## src/rtl/load_store_sched.sv

```systemverilog
// Round-robin scheduler sharing one bounded volume counter between NREQ requesters.
// Each grant fills or drains the volume one unit per cycle until done or full/empty.
module load_store_sched #(
  parameter int unsigned NREQ  = 4,
  parameter int unsigned CAP   = 12500,
  parameter int unsigned CBITS = 14,
  parameter int unsigned AW    = 8
) (
  input  logic               clk,
  input  logic               rst,
  input  logic [NREQ-1:0]    req,
  input  logic [NREQ-1:0]    dir,
  input  logic [NREQ*AW-1:0] amt,
  output logic [NREQ-1:0]    gnt,
  output logic               busy,
  output logic               done,
  output logic               short,
  output logic [CBITS-1:0]   vol,
  output logic               full,
  output logic               empty
);

  localparam int unsigned IW = (NREQ > 1) ? $clog2(NREQ) : 1;
  localparam logic [CBITS-1:0] VMAX = CBITS'(CAP);

  typedef enum logic [1:0] {S_IDLE, S_XFER, S_DONE} state_t;

  state_t            r_state, w_state_nxt;
  logic [IW-1:0]     r_idx, w_idx_nxt;
  logic [IW-1:0]     r_ptr, w_ptr_nxt;
  logic              r_dir, w_dir_nxt;
  logic [AW-1:0]     r_cnt, w_cnt_nxt;
  logic [CBITS-1:0]  r_vol, w_vol_nxt;
  logic [NREQ-1:0]   r_gnt, w_gnt_nxt;
  logic              r_busy, w_busy_nxt;
  logic              r_done, w_done_nxt;
  logic              r_short, w_short_nxt;
  logic              r_full, r_empty;

  logic [IW:0]       w_pick;
  logic              w_found;
  logic [IW-1:0]     w_sel;
  logic [AW-1:0]     w_amt_sel;
  logic              w_at_limit;

  // First requester at or after ptr, wrapping; MSB flags that one was found.
  function automatic logic [IW:0] f_pick(input logic [NREQ-1:0] r, input logic [IW-1:0] p);
    logic [IW:0]  res;
    logic [31:0]  k;
    res = '0;
    for (int unsigned i = 0; i < NREQ; i++) begin
      k = (32'(p) + i) % NREQ;
      if (!res[IW] && r[k[IW-1:0]]) res = {1'b1, k[IW-1:0]};
    end
    return res;
  endfunction

  assign w_pick     = f_pick(req, r_ptr);
  assign w_found    = w_pick[IW];
  assign w_sel      = w_pick[IW-1:0];
  assign w_amt_sel  = amt[32'(w_sel)*AW +: AW];
  assign w_at_limit = r_dir ? (r_vol == VMAX) : (r_vol == '0);

  always_ff @(posedge clk or negedge rst) begin
    if (!rst) r_state <= S_IDLE;
    else      r_state <= w_state_nxt;
  end

  always_comb begin
    w_state_nxt = r_state;
    w_idx_nxt   = r_idx;
    w_ptr_nxt   = r_ptr;
    w_dir_nxt   = r_dir;
    w_cnt_nxt   = r_cnt;
    w_vol_nxt   = r_vol;
    w_gnt_nxt   = r_gnt;
    w_busy_nxt  = r_busy;
    w_done_nxt  = r_done;
    w_short_nxt = r_short;
    unique case (r_state)
      S_IDLE: begin
        if (w_found) begin
          w_idx_nxt   = w_sel;
          w_dir_nxt   = dir[w_sel];
          w_cnt_nxt   = w_amt_sel;
          w_gnt_nxt   = NREQ'(1) << w_sel;
          w_busy_nxt  = 1'b1;
          w_short_nxt = 1'b0;
          if (w_amt_sel == '0) begin
            w_done_nxt  = 1'b1;
            w_state_nxt = S_DONE;
          end else begin
            w_state_nxt = S_XFER;
          end
        end
      end
      S_XFER: begin
        // Limit is judged on the pre-edge volume, so truncation lands one edge late.
        if (w_at_limit) begin
          w_short_nxt = 1'b1;
          w_done_nxt  = 1'b1;
          w_state_nxt = S_DONE;
        end else begin
          w_vol_nxt = r_dir ? (r_vol + CBITS'(1)) : (r_vol - CBITS'(1));
          w_cnt_nxt = r_cnt - AW'(1);
          if (r_cnt == AW'(1)) begin
            w_short_nxt = 1'b0;
            w_done_nxt  = 1'b1;
            w_state_nxt = S_DONE;
          end
        end
      end
      S_DONE: begin
        w_gnt_nxt   = '0;
        w_busy_nxt  = 1'b0;
        w_done_nxt  = 1'b0;
        w_short_nxt = 1'b0;
        w_ptr_nxt   = (r_idx == IW'(NREQ - 1)) ? '0 : (r_idx + IW'(1));
        w_state_nxt = S_IDLE;
      end
      default: w_state_nxt = S_IDLE;
    endcase
  end

  // Datapath and output registers; full/empty track the next volume.
  always_ff @(posedge clk or negedge rst) begin
    if (!rst) begin
      r_idx   <= '0;
      r_ptr   <= '0;
      r_dir   <= 1'b0;
      r_cnt   <= '0;
      r_vol   <= '0;
      r_gnt   <= '0;
      r_busy  <= 1'b0;
      r_done  <= 1'b0;
      r_short <= 1'b0;
      r_full  <= 1'b0;
      r_empty <= 1'b1;
    end else begin
      r_idx   <= w_idx_nxt;
      r_ptr   <= w_ptr_nxt;
      r_dir   <= w_dir_nxt;
      r_cnt   <= w_cnt_nxt;
      r_vol   <= w_vol_nxt;
      r_gnt   <= w_gnt_nxt;
      r_busy  <= w_busy_nxt;
      r_done  <= w_done_nxt;
      r_short <= w_short_nxt;
      r_full  <= (w_vol_nxt == VMAX);
      r_empty <= (w_vol_nxt == '0);
    end
  end

  assign gnt   = r_gnt;
  assign busy  = r_busy;
  assign done  = r_done;
  assign short = r_short;
  assign vol   = r_vol;
  assign full  = r_full;
  assign empty = r_empty;

endmodule

```

## config.mk

```make
export PLATFORM = sky130hd
export DESIGN_NAME = load_store_sched
export DESIGN_NICKNAME = d
export VERILOG_FILES = /design/src/rtl/load_store_sched.sv
export SDC_FILE = /design/constraint.sdc
export NUM_CORES = 1
export LEC_CHECK = 0
export BUFFER_PORTS_ARGS = -buffer_cell sky130_fd_sc_hd__clkbuf_2
export CORE_MARGIN = 4
export CORE_UTILIZATION = 56
export DETAILED_ROUTE_END_ITERATION = 16
export GPL_TIMING_DRIVEN = 0
export HOLD_SLACK_MARGIN = 0.15
export PLACE_DENSITY = 0.89
export SLEW_MARGIN = 10
export SYNTH_ARGS = -nofsm -noshare
export SYNTH_HDL_FRONTEND = slang
export SYNTH_SLANG_ARGS = --single-unit
```

## constraint.sdc

```tcl
create_clock -name clk -period 7.62 [get_ports clk]
set_input_delay 1.143 -clock clk [delete_from_list [all_inputs] [get_ports clk]]
set_output_delay 1.143 -clock clk [all_outputs]
set_load 0.05 [all_outputs]
```

==> flow_summary.yaml, run 1 <==
status:
  status: "complete, no violations"
timing:
  tns_ps: 0
  tightest_slew_ps: 933
  finalSetupViolations: 0
  relSlewSlack_pct: 37.8
  skew_ps: 5.03
  slew_viol_final: 0
  min_period_ps: 3580
  hold_violations: 0
  max_freq_mhz: 279
  rsz0062_at_grt: "no"
  post-route-period-util_pct: 47.0
detailed_routing:
  dr.pass1.iters: 4
  vias: 2675
  ant_nets: 0
  wire_per_inst_um: 15.6
  drtIter0Drc: 224
  wirelength_mm: 7.01
  route.detailed.drc: 0
  viasPerCell: 5.96
yosys:
  ys_seq_area_share_pct: 34.2
  yosys_warnings: 0
  synth.distinct_cells: 55
  synth_edf_count: 0
  syn_nets: 368
  avgSynthCellArea_um2: 8.99
  synth_area_leader_cell: "dfrtp_1"
  yosysTopAreaCellShare_pct: 33.2
  synth_cells: 310
  synth-main-ff-cell: "dfrtp_1"
  ys_seq_elements: 38
  yosys-top-cells-area: "dfrtp_1, mux2i_1, ha_1"
  async_flop_share_pct: 100
  syn_area_um2: 2790
floorplanning:
  initial_core_util_pct: 58.2
  coreArea_um2: 4790
  dieArea_um2: 6170
  die_x_um: 78.5
  io_pins: 65
  die_h_um: 78.5
  num_rows: 25
worst_setup_path:
  worstPathArrival_ps: 3780
  cp_max_fo: 10
  cp_data_required_time_ps: 7820
  start_kind: "primary input"
  cp-end-kind: "flop"
  r2r-start: "r_dir"
  crit_type: "primary input to flop"
  crit_start: "req[0]"
finish:
  drive_gt1_share_pct: 22.3
  nets: 439
  area_delta_synth_final_pct: 18.1
  antenna_cells: 0
grt:
  overflow: 0
  grt_pass1_wl_mm: 11.5
  grt_max_degree: 39
  grt_pass1_vias: 2557
  track_usage_pct: 23.3
  antenna_found_initial: 0
hold_path:
  hold_class: "flop to flop"
  worstHoldStart: "r_idx[0]"
clock_tree:
  holdBufCountCts: 0
  post_cts_resized: 0
  clock_path_buffers: 2
  cts_max_level: 2
  cts.sinks: 38
  cts_buffers: 5
  cts_setup_buffers: 0
  clkLatencyLatePin_ps: 290
  cts_tree: "yes"
  path_clk_slew_ps: 70
  cts_root_buf: "clkbuf_8"
placement:
  routabilityCongestion: 0.859
  hpwl_mm: 5.53
  port_buffers: 64
flow_run:
  cap_violations: 0
-- logic make-up after synthesis --
family	share of synthesized area, %
AOI/OAI and AO/OA	21.5
xor gates and xnor gates	3.46
adders and majority gates	7.45
buffers and inverters	3.64
DFF	34.2
muxes	11.6
and+or+nand+nor	18.1
-- flip-flops by register name (all words and copies together) (netlist names) --
signal,cells
empty,1
short,1
r_idx,2
done,1
r_dir,1
r_state,2
r_ptr,2
r_cnt,8
busy,1
vol,14
full,1
gnt,4
-- metrics by stage --
step	setup slack, ps	instance area (µm²)	utilization [%]	hold WS, ps	std cells
2_1_floorplan	4420	2790	-	457	310
3_3_place_gp	3850	3190	66.7	472	441
3_5_place_dp	3800	3190	66.7	487	441
4_1_cts	4050	3290	68.7	498	449
5_1_grt	3730	3290	68.8	523	449
6_report	4040	3290	68.8	499	449
-- cells in the final DEF (no fill, tap or decap), drive strengths merged, types with 2 or more instances in the layout --
master   n
xor2     3
and3     3
nand2b   6
o21bai   2
nand2   21
nand3    7
o211ai   5
mux2     3
or4      2
a311o    2
o21a     2
o21ai   24
mux2i   29
nor2    22
a211oi   4
nor3     8
nor2b    5
nand4    4
and2     2
a21boi   4
inv     16
xnor2    8
a21oi   20
a21o     5
dfrtp   37
o31ai    3
a32oi    2
ha      15
buf      3
clkbuf  77
a22o     2
and3b    3
a22oi    3
nor4    10
a31oi    2
-- cell type report --
| class | instances | area, µm² |
|---|---|---|
| Tap cell | 67 | 83.8 |
| Buffer | 10 | 41.3 |
| Inverter | 16 | 60.1 |
| Clock inverter | 2 | 12.5 |
| Fill cell | 407 | 1490 |
| Clock buffer | 6 | 82.6 |
| Multi-Input combinational cell | 246 | 1740 |
| Timing Repair Buffer | 64 | 320 |
| Sequential cell | 38 | 952 |
-- metal layers --
layer  up-vias  track usage (%)  share of wire, %
li1       1301                -                 -
met4         0             8.39               1.8
met3        11             4.93               6.2
met1      1267             27.6                43
met5         -                0                 0
met2        96             41.3                49
-- worst max-delay path, stage by stage --
cell	delay, ps
clkbuf_2	120
nor2b_1	130
o21ai_0	200
and3b_1	180
buf_2	270
buf_2	350
mux2i_1	250
mux2i_1	130
nor4_1	620
a211oi_1	170
a211oi_1	210
-- final timing paths --
| path | end | slack [ps] | cells past startpoint |
|---|---|---|---|
| max | done | 4040 | 11 |
| min | r_ptr[0] | 500 | 1 |
| max reg2reg | full | 4150 | 10 |
| max in group asynchronous | r_cnt[6] | 6060 | 1 |
| min reg2reg | r_ptr[0] | 500 | 1 |
| min in group asynchronous | gnt[3] | 980 | 1 |
-- cells in the mapped netlist, types with 2 or more instances --
cell / count
dfrtp_1: 37
mux2i_1: 29
nor2_1: 22
nand2_1: 21
a21oi_1: 20
o21ai_0: 20
inv_1: 16
ha_1: 15
nor4_1: 9
nor3_1: 8
xnor2_1: 8
clkbuf_1: 7
nand3_1: 7
nand2b_1: 6
a21o_1: 5
nor2b_1: 5
a211oi_1: 4
a21boi_0: 4
nand4_1: 4
o211ai_1: 4
o21ai_1: 4
a22oi_1: 3
and3_1: 3
and3b_1: 3
buf_2: 3
mux2_2: 3
o31ai_1: 3
xor2_1: 3
a22o_1: 2
a311o_1: 2
a31oi_1: 2
a32oi_1: 2
o21a_1: 2
o21bai_1: 2
or4_1: 2
Power of run 1 is not shown: default switching activity piles up to over one toggle a cycle in this logic, so the estimate is an artifact.
==> run 2, diff against run 1 <==
--- a/config.mk
+++ b/config.mk
@@ -7,11 +7,11 @@
 export LEC_CHECK = 0
 export BUFFER_PORTS_ARGS = -buffer_cell sky130_fd_sc_hd__clkbuf_2
 export CORE_MARGIN = 4
-export CORE_UTILIZATION = 56
+export CORE_UTILIZATION = 54
 export DETAILED_ROUTE_END_ITERATION = 16
 export GPL_TIMING_DRIVEN = 0
 export HOLD_SLACK_MARGIN = 0.15
-export PLACE_DENSITY = 0.89
+export PLACE_DENSITY = 0.86
 export SLEW_MARGIN = 10
 export SYNTH_ARGS = -nofsm -noshare
 export SYNTH_HDL_FRONTEND = slang
==> constraint.sdc (replaced) <==
create_clock -name clk -period 3.3 [get_ports clk]
set_input_delay 0.495 -clock clk [delete_from_list [all_inputs] [get_ports clk]]
set_output_delay 0.495 -clock clk [all_outputs]
set_load 0.05 [all_outputs]
==> run 2 against run 1 <==
Cell count up 1.3%. Core utilization up 1.1 points. Die area grew 3.3%. Flip-flop and latch count stayed put. Global-route usage grew 0.37 points. Sequential share of layout area is 0.82 points lower. Routed wire length increased by 3.8%. Via count grew 2.1%. Count of clock-buffer cells in the layout rose by 1. Critical path type is now flop to flop.
==> flow_summary.yaml, run 2 (same netlist as run 1, synthesis figures left out) <==
status:
  status: "complete, no violations"
clock_tree:
  holdBufCountCts: 0
  clock_path_buffers: 2
  cts_tree: "yes"
  clkLatencyLatePin_ps: 300
  cts_max_level: 2
  cts_root_buf: "clkbuf_8"
  cts_buffers: 5
  path_clk_slew_ps: 80
  cts.sinks: 38
detailed_routing:
  ant_nets: 0
  drtIter0Drc: 158
  viasPerCell: 6.00
  dr.pass1.iters: 4
  route.detailed.drc: 0
  wirelength_mm: 7.28
  wire_per_inst_um: 16.0
  vias: 2732
placement:
  place_ws_ps: -106
  port_buffers: 64
  routabilityCongestion: 0.846
  hpwl_mm: 5.49
floorplanning:
  initial_core_util_pct: 57.5
  die_h_um: 79.8
  num_rows: 25
  dieArea_um2: 6370
  coreArea_um2: 4850
  io_pins: 65
  die_x_um: 79.8
hold_path:
  hold_class: "primary input to async pin"
worst_setup_path:
  start_kind: "flop"
  cp_data_required_time_ps: 3530
  cp-end-kind: "flop"
  worstPathArrival_ps: 3440
  max_stage_delay_ps: 540
  crit_type: "flop to flop"
  path_buf_inv: 1
  cp_max_fo: 6
  cp_slowest_cell: "or4_1"
  crit_chain: "clkinvlp_4, fa_2, a21oi_4, o2111a_1, nor3_1, a311o_1, a32o_1, or4_1, a221oi_2, and4b_1"
  cp_top_family: "compound AO/OA/AOI/OAI gates"
timing:
  slew_viol_final: 0
  tightest_slew_ps: 913
  post-route-period-util_pct: 97.4
  min_period_ps: 3210
  final.setup.worst_slack_ps: 86.0
  relSlewSlack_pct: 39.1
  hold_violations: 0
  finalSetupViolations: 0
  skew_ps: 7.92
  max_freq_mhz: 311
finish:
  final_util_pct: 69.9
  layout_common_cells: "clkbuf_2, dfrtp_1, mux2i_1"
  multi_input_area_um2: 1790
  area_delta_synth_final_pct: 21.6
  drive_gt1_share_pct: 25.8
  layout_commonest_cell: "clkbuf_2"
  largest_register_ff_count: 14
  final-seq-area_um2: 952
  fillCellCount: 385
  antenna_cells: 0
  nets: 445
grt:
  grt_pass1_wl_mm: 11.9
  grt_max_degree: 39
  grt_pass1_vias: 2606
  track_usage_pct: 23.7
  antenna_found_initial: 0
  overflow: 0
flow_run:
  cap_violations: 0
run 2: cell types whose count changed in the layout (fill, tap and decap cells not counted), sizes merged:
cell / previous run / this run
clkbuf: 77 / 78
buf: 3 / 9
inv: 16 / 15
run 2: path summary, 6_finish.rpt:
path | start | endpoint | slack (ps) | cells after the start
setup reg to reg | r_dir | full | 90 | 10
hold / removal | rst | gnt[3] | 320 | 1
max in group asynchronous | rst | short | 2410 | 1
hold reg to reg | r_idx[0] | r_ptr[0] | 510 | 1
min in group clk | r_idx[0] | r_ptr[0] | 510 | 1
setup / recovery | r_dir | full | 90 | 10
run 2: routing by layer:
layer / up-vias / track usage [%] / share of wire (%) / routed length [µm]
met1: 1303 / 28.0 / 42 / 3050
met5: - / 0 / 0 / 0
li1: 1313 / - / - / -
met2: 103 / 42.0 / 48 / 3500
met3: 13 / 4.40 / 7.7 / 560
met4: 0 / 9.46 / 2.2 / 161
run 2: area by class of cell:
cell class	count	share of cell area (%)
clock buffers	7	2.55
well taps	67	2.47
multi-input cells	246	52.7
plain buffers	10	1.22
clock inverters	1	0.148
repair buffers	70	10.9
inverters	16	1.88
flip-flops and latches	38	28.1
run 2: metrics by stage:
stage | setup TNS (ps) | hold slack [ps] | cells | cell area, µm²
5_1_grt | -87.9 | 396 | 455 | 3390
6_report | 0 | 317 | 455 | 3390
3_5_place_dp | -202 | 497 | 441 | 3190
4_1_cts | 0 | 347 | 451 | 3300
3_3_place_gp | -196 | 472 | 441 | 3190
2_1_floorplan | 0 | 199 | 310 | 2790
run 2: what timing repair did:
action	CTS	global route
pin swaps	0	1
resized for setup	1	11
setup buffers	2	4
setup endpoints to repair	2	3
Power of run 2 is left out for the same reason.
==> run 3, diff against run 2 <==
--- a/config.mk
+++ b/config.mk
@@ -8,6 +8,7 @@
 export BUFFER_PORTS_ARGS = -buffer_cell sky130_fd_sc_hd__clkbuf_2
 export CORE_MARGIN = 4
 export CORE_UTILIZATION = 54
+export CTS_BUF_LIST = sky130_fd_sc_hd__clkbuf_16
 export DETAILED_ROUTE_END_ITERATION = 16
 export GPL_TIMING_DRIVEN = 0
 export HOLD_SLACK_MARGIN = 0.15
==> run 3 against run 2 <==
Worst hold slack improved by 28 ps. First-iteration DRC count increased by 17%. Cell count decreased by 0.22%. Via count decreased by 1.5%. Non-clock buffer count decreased by 1. Count of clock-buffer cells in the layout decreased by 2. Routed wire length increased by 0.14%. Register-to-register slack improved by 80 ps. Critical path type unchanged. Largest cell class unchanged.
==> flow_summary.yaml, run 3 (same netlist as run 1, synthesis figures left out) <==
status:
  status: "complete, no violations"
detailed_routing:
  route.detailed.drc: 0
  dr.pass1.iters: 4
  wire_per_inst_um: 16.1
  ant_nets: 0
  wirelength_mm: 7.29
  drtIter0Drc: 185
  viasPerCell: 5.93
  vias: 2692
finish:
  final_util_pct: 70.3
  fillCellCount: 382
  layout_common_cells: "clkbuf_2, dfrtp_1, mux2i_1"
  antenna_cells: 0
  layout_commonest_cell: "clkbuf_2"
  area_delta_synth_final_pct: 22.3
  drive_gt1_share_pct: 24.8
  nets: 444
  largest_register_ff_count: 14
worst_setup_path:
  cp-end-kind: "flop"
  cp_data_required_time_ps: 3510
  start_kind: "flop"
  worstPathArrival_ps: 3350
  cp_max_fo: 6
  crit_type: "flop to flop"
grt:
  use_met2_pct: 42.7
  use_met3_pct: 4.40
  overflow: 0
  grt_max_degree: 39
  track_usage_pct: 23.8
  grt_pass1_vias: 2611
  antenna_found_initial: 0
  grtUsageMet1_pct: 28.4
  grt_pass1_wl_mm: 12.0
  top_usage_layer: "met2"
timing:
  post-route-period-util_pct: 95.1
  max_freq_mhz: 319
  tightest_slew_ps: 925
  min_period_ps: 3140
  holdWs_ps: 345
  hold_violations: 0
  slew_viol_final: 0
  rsz0062_at_grt: "no"
  tns_ps: 0
  skew_ps: 4.56
  relSlewSlack_pct: 38.3
  finalSetupViolations: 0
flow_run:
  cap_violations: 0
floorplanning:
  die_h_um: 79.8
  num_rows: 25
  die_x_um: 79.8
  io_pins: 65
  coreArea_um2: 4850
  initial_core_util_pct: 57.5
  dieArea_um2: 6370
clock_tree:
  path_clk_slew_ps: 50
  cts_tree: "yes"
  cts_max_level: 2
  clock_path_buffers: 2
  clkLatencyLatePin_ps: 280
  cts_root_buf: "clkbuf_16"
  cts.sinks: 38
  cts_buffers: 5
placement:
  routabilityCongestion: 0.846
  hpwl_mm: 5.49
  port_buffers: 64
hold_path:
  hold_class: "primary input to async pin"
==> run 3: layer usage <==
layer | share of wire, % | vias up
li1 | - | 1308
met1 | 42 | 1266
met2 | 48 | 106
met3 | 7.6 | 12
met4 | 2.0 | 0
met5 | 0 | -
==> run 3: path summary, 6_finish.rpt <==
path / start / endpoint / slack [ps] / depth (start not counted)
hold reg to reg: r_idx[0] / r_ptr[0] / 500 / 1
max in group asynchronous: rst / r_dir / 2320 / 1
min in group clk: r_idx[0] / r_ptr[0] / 500 / 1
setup / recovery: r_dir / full / 160 / 10
setup reg to reg: r_dir / full / 160 / 10
hold / removal: rst / gnt[2] / 340 / 1
==> run 3: area by class of cell <==
cell class | instances | area, µm² | share of cell area (%)
multi-input combinational | 246 | 1770 | 51.8
buffer | 10 | 41.3 | 1.21
tap | 67 | 83.8 | 2.46
inverter | 16 | 63.8 | 1.87
clock buffer | 5 | 125 | 3.67
timing repair buffer | 69 | 362 | 10.6
clock inverter | 3 | 12.5 | 0.367
sequential | 38 | 953 | 28.0
==> run 3: repair_timing <==
item,in CTS,in global routing
pin swaps,0,1
hold buffers,0,0
setup endpoints to repair,2,2
gates resized for setup,1,8
setup buffers,2,3
==> run 3: worst max-delay path: stages, from the launching register on <==
cell        delay (ps)
dfrtp_2            390
clkinvlp_4         180
fa_2               400
a21oi_2            220
o2111a_1           220
nor3_1              70
a311o_1            370
a32o_1             280
or4_1              540
a221oi_2           190
and4b_1            210
==> run 3: through the flow <==
stage / instance area, µm² / setup WS, ps / std cells
2_1_floorplan: 2790 / 104 / 310
3_3_place_gp: 3190 / -107 / 441
3_5_place_dp: 3190 / -106 / 441
4_1_cts: 3350 / 4.83 / 451
5_1_grt: 3410 / 14.5 / 454
6_report: 3410 / 163 / 454
Power of run 3 is left out for the same reason.
